`src/rtl/float_align_pre.sv`:
```
// Pre-adder alignment stage: orders two binary32 operands by magnitude and right-shifts the smaller one.
// Optional macro FLOAT_ALIGN_BARREL_EN replaces the serial one-bit-per-cycle shifter with a single-cycle barrel shift.
module float_align_pre #(
  parameter int SHIFT_CAP = 24
) (
  input  logic        clk,
  input  logic        rst_n,
  input  logic        in_valid,
  output logic        in_ready,
  input  logic [31:0] a,
  input  logic [31:0] b,
  input  logic        op,
  output logic        out_valid,
  input  logic        out_ready,
  output logic [32:0] largereg,
  output logic [32:0] smallreg,
  output logic [7:0]  diff,
  output logic        sticky,
  output logic [1:0]  dbg_state_o
);

  // Handshakes: a transfer happens on a rising edge where valid and ready are both 1;
  // valid and payload stay stable until that edge, and ready may not depend on valid.

  typedef enum logic [1:0] {IDLE, COMPARE, SHIFT, DONE} state_e;

  localparam logic [7:0] CAP = 8'(SHIFT_CAP);

  state_e      state_q, state_d;
  logic [31:0] a_q, a_d, b_q, b_d;
  logic        op_q, op_d;
  logic [32:0] large_q, large_d, small_q, small_d;
  logic [7:0]  diff_q, diff_d, cnt_q, cnt_d;
  logic        sticky_q, sticky_d, flush_q, flush_d;

  logic        a_big;
  logic [32:0] pack_a, pack_b;
  logic [7:0]  exp_diff;

  assign pack_a   = {a_q[31], a_q[30:23], (a_q[30:23] != 8'd0), a_q[22:0]};
  assign pack_b   = {b_q[31] ^ op_q, b_q[30:23], (b_q[30:23] != 8'd0), b_q[22:0]};
  // {exp, mant} compares as an unsigned magnitude; ties keep a as the larger operand.
  assign a_big    = (a_q[30:0] >= b_q[30:0]);
  assign exp_diff = a_big ? (a_q[30:23] - b_q[30:23]) : (b_q[30:23] - a_q[30:23]);

`ifdef FLOAT_ALIGN_BARREL_EN
  logic [23:0] lost_mask;
  assign lost_mask = flush_q ? 24'hFF_FFFF : ~(24'hFF_FFFF << cnt_q);
`endif

  always_comb begin
    state_d  = state_q;
    a_d      = a_q;
    b_d      = b_q;
    op_d     = op_q;
    large_d  = large_q;
    small_d  = small_q;
    diff_d   = diff_q;
    cnt_d    = cnt_q;
    sticky_d = sticky_q;
    flush_d  = flush_q;
    case (state_q)
      IDLE: begin
        if (in_valid) begin
          a_d     = a;
          b_d     = b;
          op_d    = op;
          state_d = COMPARE;
        end
      end
      COMPARE: begin
        large_d  = a_big ? pack_a : pack_b;
        small_d  = a_big ? pack_b : pack_a;
        diff_d   = exp_diff;
        sticky_d = 1'b0;
        flush_d  = (exp_diff >= CAP);
        cnt_d    = (exp_diff >= CAP) ? CAP : exp_diff;
        state_d  = (exp_diff == 8'd0) ? DONE : SHIFT;
      end
      SHIFT: begin
`ifdef FLOAT_ALIGN_BARREL_EN
        small_d[23:0]  = flush_q ? 24'd0 : (small_q[23:0] >> cnt_q);
        sticky_d       = |(small_q[23:0] & lost_mask);
        small_d[31:24] = large_q[31:24];
        state_d        = DONE;
`else
        small_d[23:0] = small_q[23:0] >> 1;
        sticky_d      = sticky_q | small_q[0];
        cnt_d         = cnt_q - 8'd1;
        if (cnt_q == 8'd1) begin
          // Last step of a capped shift discards whatever is left of the significand.
          if (flush_q) begin
            small_d[23:0] = 24'd0;
            sticky_d      = sticky_q | (|small_q[23:0]);
          end
          small_d[31:24] = large_q[31:24];
          state_d        = DONE;
        end
`endif
      end
      DONE: begin
        if (out_ready) state_d = IDLE;
      end
      default: state_d = IDLE;
    endcase
  end

  always_ff @(posedge clk) begin
    if (!rst_n) begin
      state_q  <= IDLE;
      a_q      <= '0;
      b_q      <= '0;
      op_q     <= 1'b0;
      large_q  <= '0;
      small_q  <= '0;
      diff_q   <= '0;
      cnt_q    <= '0;
      sticky_q <= 1'b0;
      flush_q  <= 1'b0;
    end else begin
      state_q  <= state_d;
      a_q      <= a_d;
      b_q      <= b_d;
      op_q     <= op_d;
      large_q  <= large_d;
      small_q  <= small_d;
      diff_q   <= diff_d;
      cnt_q    <= cnt_d;
      sticky_q <= sticky_d;
      flush_q  <= flush_d;
    end
  end

  // Ready is held low while reset is asserted even though the state is already IDLE.
  assign in_ready    = (state_q == IDLE) && rst_n;
  assign out_valid   = (state_q == DONE);
  assign largereg    = large_q;
  assign smallreg    = small_q;
  assign diff        = diff_q;
  assign sticky      = sticky_q;
  assign dbg_state_o = state_q;

endmodule

```
`config.mk`:
```
export PLATFORM = sky130hd
export DESIGN_NAME = float_align_pre
export DESIGN_NICKNAME = d
export VERILOG_FILES = /design/src/rtl/float_align_pre.sv
export SDC_FILE = /design/constraint.sdc
export NUM_CORES = 1
export LEC_CHECK = 0
export BUFFER_PORTS_ARGS = -buffer_cell sky130_fd_sc_hd__clkbuf_2
export CAP_MARGIN = 20
export CORE_MARGIN = 10
export CORE_UTILIZATION = 60
export CTS_CLUSTER_SIZE = 24
export DETAILED_ROUTE_END_ITERATION = 6
export PLACE_DENSITY = 0.85
export SYNTH_ARGS = -nofsm -noshare
export SYNTH_HDL_FRONTEND = slang
export SYNTH_SLANG_ARGS = --single-unit
```
`constraint.sdc`:
```
create_clock -name clk -period 7.4 [get_ports clk]
set_clock_uncertainty 0.05 [all_clocks]
set_input_delay 0 -clock clk [delete_from_list [all_inputs] [get_ports clk]]
set_output_delay 0 -clock clk [all_outputs]
set_load 0.02 [all_outputs]
```
After elaboration in Yosys (flattened, before gate mapping)

Index checks and enable logic that the tools add are counted.

Output and inout port bits: 79
Flip-flop bits (word level): 151

Add/subtract/negate cells: 3
Multiplexer cells: 16
Bitwise gates (word level): 3
Reductions and logical operators: 10
Magnitude comparators: 2
Equal/unequal tests: 7

Operator list:

| operator            | number |
|---|---|
| $mux 33             | 2 |
| $pmux 32 s2         | 1 |
| $mux 32             | 1 |
| $ge 31x31->1        | 1 |
| $reduce_or 24->1    | 1 |
| $mux 23             | 1 |
| $mux 8              | 2 |
| $pmux 8 s2          | 1 |
| $reduce_bool 8->1   | 2 |
| $sub 8x8->8         | 2 |
| $eq 8x1->1 const B  | 1 |
| $ge 8x5->1 const B  | 1 |
| $logic_not 8->1     | 1 |
| $pmux 2 s4          | 1 |
| $sub 8x1->8 const B | 1 |
| $mux 2              | 3 |
| $eq 2x2->1 const B  | 2 |
| $ne 2x2->1 const B  | 2 |
| $reduce_and 2->1    | 2 |
| $mux 1              | 3 |
| $reduce_and 3->1    | 1 |
| $eq 2x1->1 const B  | 1 |
| $logic_not 2->1     | 1 |
| $ne 2x1->1 const B  | 1 |
| 5 further kinds     | 6 |

Depth between registers and ports, before layout

Gate-level depths: netlist (run 1).

Depth in word-level cells: 5
Mapped depth: 13

Least setup slack after synthesis (run 1)

No wires, ideal clock.

Path kind: register to register
Start point: register a_q[24]
End point: register flush_q
Cell stages (with the launch flop): 11
Arrival: 2.416 ns
Data required time: 7.235 ns
Period minus slack after synthesis: 2.581 ns
Path buffers: 0
Library setup time: 0.115 ns
Slack: 4.819 ns
Path through: dfxtp_1 -> inv_1 -> ha_1 -> and3b_1 -> o21ai_0 -> mux2i_1 -> o2111ai_1 -> a2111oi_2 -> nand2b_1 -> o31ai_2 -> o21ba_2

Word-level cells in the longest chain between the ends: 3

RTL lines:

| element                                            | RTL line | source |
|---|---|---|
| start, declared                                    | 30       | `logic [31:0] a_q, a_d, b_q, b_d;` |
| start signal, assigned                             | 111      | `a_q <= '0;` |
| start signal, assigned                             | 122      | `a_q <= a_d;` |
| $ge 31x31->1 / $sub 8x8->8 (equally long branches) | 43, 44   |  |
| $mux 8 (*)                                         | 44       | `assign exp_diff = a_big ? (a_q[30:23] - b_q[30:23]) : (b_q[30:23] - a_q[30:23]);` |
| $ge 8x5->1 (*)                                     | 76       | `flush_d = (exp_diff >= CAP);` |
| end signal, assigned                               | 130      | `flush_q <= flush_d;` |
| end, declared                                      | 34       | `logic sticky_q, sticky_d, flush_q, flush_d;` |

Every way passes the cells marked *; elsewhere a longest branch is shown, timed or not.
A chain may end at the register's enable or synchronous reset.

Worst setup path in the final report (run 1)

Start point: register a_q[24]
End point: register small_q[11] (netlist: smallreg[11])

Word-level cells in the longest chain between the ends: 3

RTL lines:

| element              | RTL line | source |
|---|---|---|
| $ge 31x31->1         | 43       | `assign a_big = (a_q[30:0] >= b_q[30:0]);` |
| $mux 33              | 73       | `small_d = a_big ? pack_b : pack_a;` |
| $pmux 32 s2          | 62       | `case (state_q)` |
| end signal, assigned | 126      | `small_q <= small_d;` |
| end, declared        | 32       | `logic [32:0] large_q, large_d, small_q, small_d;` |

No other way between the ends.

==> flow_metrics.tcl, run 1 <==
set metrics [dict create \
    grtUsageMet3 0.08745 \
    drc 0 \
    routed_wl_mm 26.61 \
    rsz0062_at_grt "false" \
    ys.flop_type "dfxtp_1" \
    worst_slack_ps 3568 \
    die_w_um 136.5 \
    powerDensity_nw_per_um2 449.6 \
    ir_worst_vdd_v 0.0002521 \
    grt_max_degree 84 \
    post_cts_buffers 0 \
    ios 148 \
    overflow 0 \
    gp_congestion 0.9331 \
    power_frac_comb 0.536 \
    post-place-ws_ps 3701 \
    first_pass_iters 6 \
    initial_utilization 0.6144 \
    outcome "finished, final reports clean" \
    yosys.area.top_type "dfxtp_1" \
    clkTransAtPathRegs_ps 60 \
    cts_max_level 4 \
    met2_usage 0.4214 \
    synth_async_sr_flop_share 0 \
    ys_seq_elements 151 \
    fp.dieH_um 136.5 \
    n_antenna_cell 0 \
    ys_types 63 \
    busiest_layer "met2" \
    synth.area.top_cells "dfxtp_1 37%, a21oi_1 10%, nand2_1 8.6%, ha_1 7.1%, a211oi_1 4.4%" \
    p_switching_mw 2.142 \
    finish.utilization 0.7596 \
    dpl.cell_count 1290 \
    dieArea_um2 18620 \
    intPower_mw 2.380 \
    synth.cell_area_um2 8137 \
    grt_use_met1 0.3700 \
    dp_hpwl_mm 17.66 \
    cts_root_buf "clkbuf_16" \
    grt_pass1_wl_mm 41.57 \
    end_kind "register" \
    hold_path_class "primary input to register" \
    portBuffers 147 \
    timing.final.crit_share 0.5179 \
    fin_crit_ps 3832 \
    cts_max_path_buffers 2 \
    coreArea_um2 13240 \
    cts_hold_buffers 65 \
    power_mw 4.522 \
    antenna_left 0 \
    synth_fp_nets 1149 \
    yosysWarningCount 0 \
    fin_nets 1315 \
    final_hold_viol_count 0 \
    maxCapViolCount 0 \
    grt_pass1_vias 7838 \
    area_growth_pct 23.63 \
    relSlewSlack 0.4045 \
    vias 8440 \
    crit_type "register to register" \
    tritoncts "yes" \
    p_clk_frac 0.184 \
    synthCells 1032 \
    hold_slack_ps 95.00 \
    dpl_cell_area_um2 8850 \
    synth_top_area_frac 0.3715 \
    cts_buffers 17 \
    finalSetupTns_ps 0 \
    tightest_slew_ps 893.2 \
    crit_fanout 48 \
    max_clock_freq_ghz 0.2609 \
    synth_area_per_cell_um2 7.884 \
    numClockSinks 151 \
    setup_viol 0 \
    clock_latency_ps 440 \
    drt-vias-per-instance 6.089 \
    final_area_um2 10060 \
    power_leakage_nw 4.332 \
    row_count 42 \
    drtIter0Drc 840 \
    pwr-share-seq 0.280 \
    critPathRequiredTime_ps 7730 \
    synth_edf_count 0 \
    finalMaxSlewViolations 0 \
    arrival_ps 4160 \
    cts_resized 0 \
    drive_gt1_frac 0.1694 \
    startpoint_type "register" \
    grt.total_usage 0.2803 \
    p_sw_frac 0.4736 \
    final_cells 1386 \
    antenna_found_initial 0 \
    wire_per_inst_um 19.20 \
    seq_area_frac_synth 0.3715 \
]
[final cells by class]
type	instances	area (um2)
Sequential cell	151	3023
Clock buffer	22	464.2
Multi-Input combinational cell	757	4614
Inverter	50	188.9
Clock inverter	9	95.09
Tap cell	176	220.2
Fill cell	954	3183
Timing Repair Buffer	221	1454
[Yosys cell counts (4+ instances only)]
cell / count
nand2_1: 186
a21oi_1: 166
dfxtp_1: 151
nor2_1: 75
clkbuf_1: 52
inv_1: 49
a211oi_1: 48
ha_1: 46
mux2i_1: 29
o211ai_1: 29
o211a_1: 24
o21ai_0: 19
nor3_1: 15
nand3_1: 12
nor4_1: 11
buf_2: 10
a2bb2oi_1: 8
buf_1: 7
nor2b_1: 7
nand4_1: 6
a21o_1: 5
nand2b_1: 5
nand3b_1: 4
o31ai_1: 4
[layer usage]
layer,share of wire,vias to the layer above
met4,0.025,0
met2,0.45,461
li1,-,3990
met3,0.11,65
met5,0,-
met1,0.41,3924
[placed cells by master (no fill, tap or decap), types with 7 or more instances in the layout]
| cell type | count |
|---|---|
| nor4_1 | 11 |
| nand3_1 | 12 |
| o211a_1 | 24 |
| a21oi_1 | 166 |
| a2bb2oi_1 | 8 |
| clkbuf_16 | 17 |
| nor3_1 | 15 |
| nor2_1 | 75 |
| ha_1 | 44 |
| o21ai_0 | 19 |
| dfxtp_1 | 151 |
| clkbuf_2 | 147 |
| dlygate4sd3_1 | 65 |
| buf_4 | 9 |
| o211ai_1 | 29 |
| mux2i_1 | 29 |
| a211oi_1 | 48 |
| nand2_1 | 185 |
| inv_1 | 49 |
| nor2b_1 | 7 |
[cell families after synthesis]
kind of cell             after synthesis  synth area share
AO/OA/AOI/OAI                        334            0.2674
XOR/XNOR                               2          0.002153
adder cells (fa/ha/maj)               48           0.07566
buffers and inverters                124           0.06243
flip-flops                           151            0.3715
multiplexers                          29           0.03568
AND/OR/NAND/NOR                      344            0.1851
[path summary, 6_finish.rpt]
check	startpoint	end	slack [ps]	cells past startpoint
worst min register to register	b_q[31]	b_q[31]	420	2
worst max register to register	a_q[24]	smallreg[11]	3570	11
worst min-delay path	out_ready	dbg_state_o[1]	90	4
worst max-delay path	a_q[24]	smallreg[11]	3570	11
[critical path, stage by stage, from the launching register on]
cell,delay [ps]
dfxtp_1,460
inv_1,140
ha_1,380
a21oi_1,150
o21ai_0,120
a21oi_1,240
o211ai_2,250
nor2_4,590
buf_4,640
a21oi_1,230
o211ai_1,280
o211a_1,210
[state kept, by name, indices dropped and copies added, names as in the netlist]
name / flops
a_q: 32
b_q: 32
cnt_q: 8
dbg_state_o: 2
diff: 8
flush_q: 1
largereg: 33
op_q: 1
smallreg: 33
sticky: 1
[power by group through the flow]
stage / clock network, mW / logic (mW) / registers, mW
final: 0.831 / 2.42 / 1.27
after global routing: 0.865 / 2.64 / 1.29
after CTS: 0.827 / 2.38 / 1.25
after detailed placement: 0 / 2.33 / 1.27
after global placement: 0 / 2.31 / 1.26
after floorplan: 0 / 1.60 / 1.39
Power figures use the tool's default switching activity.
==> run 2: changes to the inputs <==
Settings changed: CORE_UTILIZATION 60 to 51, PLACE_DENSITY 0.85 to 0.77.
Clock period 7.4 ns to 3.4 ns, I/O delays scaled along.
==> run 2 against run 1 <==
Against the previous run: critical path depth unchanged; combinational power up 130%; largest cell class unchanged; highest routed layer unchanged; via count down 0.85%; cell count up 4.8%.
==> flow_metrics.tcl, run 2 (same netlist as run 1, synthesis figures left out) <==
set metrics [dict create \
    outcome "finished, final reports clean" \
    r2r_setup_slack_ps 300 \
    startpoint_type "register" \
    relSlewSlack 0.4969 \
    drc 0 \
    grtUsageMet3 0.06211 \
    final_common_cell "nand2_1" \
    routed_wl_mm 26.59 \
    cts_max_path_buffers 2 \
    cp_num_buf_inv 2 \
    row_count 46 \
    fin_crit_ps 3105 \
    final_hold_viol_count 0 \
    wire_per_inst_um 18.31 \
    fp.dieH_um 146.3 \
    drtIter0Drc 621 \
    path_cells "inv_1 > ha_1 > a21oi_1 > o21ai_0 > a21oi_1 > o211ai_2 > nor2_4 > buf_4 > a21oi_1 > o211ai_1 > o211a_1" \
    cts_root_buf "clkbuf_16" \
    dieArea_um2 21410 \
    min_path_cells 3 \
    hold_path_class "primary input to register" \
    p_switching_mw 4.746 \
    finalSetupTns_ps 0 \
    r2r_cells 11 \
    final_cell_mix "185 x nand2_1, 166 x a21oi_1, 151 x dfxtp_1, 147 x clkbuf_2, 75 x nor2_1" \
    busiest_layer "met2" \
    num-fill-cells 1373 \
    post_cts_buffers 0 \
    overflow 0 \
    initial_utilization 0.5159 \
    tightest_slew_ps 752.0 \
    dp_hpwl_mm 18.51 \
    tritoncts "yes" \
    grt_pass1_wl_mm 42.46 \
    power_leakage_nw 4.478 \
    first_pass_iters 7 \
    max_clock_freq_ghz 0.3221 \
    multi_input_area_um2 4616 \
    crit_fanout 24 \
    met2_usage 0.3703 \
    setup_viol 0 \
    final_area_um2 10330 \
    area_growth_pct 26.97 \
    grt_pass1_vias 7885 \
    grt_use_met1 0.3197 \
    crit_cells 11 \
    gp_congestion 0.8958 \
    drt-vias-per-instance 5.763 \
    seq_area_um2 3023 \
    end_kind "register" \
    die_w_um 146.3 \
    grt_max_degree 111 \
    cts_buffers 17 \
    dpl_cell_area_um2 9087 \
    cpMaxStageDelayCell "dfxtp_1" \
    p_sw_frac 0.4740 \
    grt.total_usage 0.2409 \
    power_frac_comb 0.547 \
    clkTransAtPathRegs_ps 70 \
    clock_latency_ps 440 \
    crit_top_cell "a21oi_1" \
    vias 8368 \
    maxCapViolCount 0 \
    arrival_ps 3430 \
    crit_type "register to register" \
    hold_slack_ps 20.93 \
    timing.final.crit_share 0.9132 \
    coreArea_um2 15770 \
    p_clk_frac 0.181 \
    cts_max_level 4 \
    drive_gt1_frac 0.1888 \
    numClockSinks 151 \
    ios 148 \
    finalMaxSlewViolations 0 \
    antenna_left 0 \
    ir_worst_vdd_v 0.0005347 \
    antenna_found_initial 3 \
    finish.utilization 0.6551 \
    intPower_mw 5.268 \
    powerDensity_nw_per_um2 969.3 \
    portBuffers 147 \
    max_stage_delay_ps 460 \
    pwr-share-seq 0.273 \
    fin_nets 1338 \
    critPathRequiredTime_ps 3730 \
    path_delay_family "compound AO/OA/AOI/OAI gates" \
    rsz0062_at_grt "false" \
]
## run 2: changes by cell type in the layout (fill, tap and decap cells not counted), moves of 2 or more
cell	previous run	this run
buf_4	9	29
clkinvlp_4	4	1
diode_2	0	2
inv_6	2	8
buf_12	0	2
clkbuf_1	3	0
inv_8	0	2
clkbuf_8	2	0
## run 2: per-layer routing
layer | wire (um) | up-vias | part of all wire
li1 | - | 4033 | -
met1 | 11910 | 3905 | 0.45
met2 | 11800 | 382 | 0.44
met3 | 2263 | 48 | 0.085
met4 | 612 | 0 | 0.023
met5 | 0 | - | 0
## run 2: worst register-to-register path: cells and delay by family, from the launching register on
family | cells | cell delay (ps)
DFF | 1 | 460
and+or+nand+nor | 1 | 370
adders and majority gates | 1 | 390
AOI/OAI and AO/OA | 7 | 1260
buffers and inverters | 2 | 540
## run 2: layout make-up
type	count	share of cell area
Antenna cell	2	0.0004844
Inverter	50	0.01829
Sequential cell	151	0.2926
Tap cell	216	0.02616
Multi-Input combinational cell	757	0.4468
Clock inverter	15	0.01272
Clock buffer	17	0.04118
Timing Repair Buffer	244	0.1618
## run 2: stage by stage
stage | setup WS (ps) | cells | total power [mW]
2_1_floorplan | 818.6 | 1032 | 6.514
3_3_place_gp | 335.0 | 1352 | 8.010
3_5_place_dp | 268.2 | 1352 | 8.051
4_1_cts | 248.2 | 1449 | 9.942
5_1_grt | 37.23 | 1452 | 10.67
6_report | 295.1 | 1452 | 10.01
## run 2: worst paths after layout
path | from | to
worst max-delay path | a_q[24] | smallreg[11]
worst min-delay path | rst_n | diff[1]
worst max register to register | a_q[24] | smallreg[11]
worst min register to register | b_q[31] | b_q[31]
## run 2: power by group through the flow
stage	clock (mW)	sequential, mW	combinational [mW]
after floorplan	0	3.03	3.48
after global routing	1.91	2.80	5.96
final	1.81	2.73	5.48
after CTS	1.83	2.71	5.40
after detailed placement	0	2.75	5.30
after global placement	0	2.74	5.27
## run 2: what timing repair did
action                                 in CTS  in global routing
hold buffers                               65                  0
endpoints found under the hold margin      65                  0
gates resized for setup                     0                  2
setup endpoints to repair                   0                  4
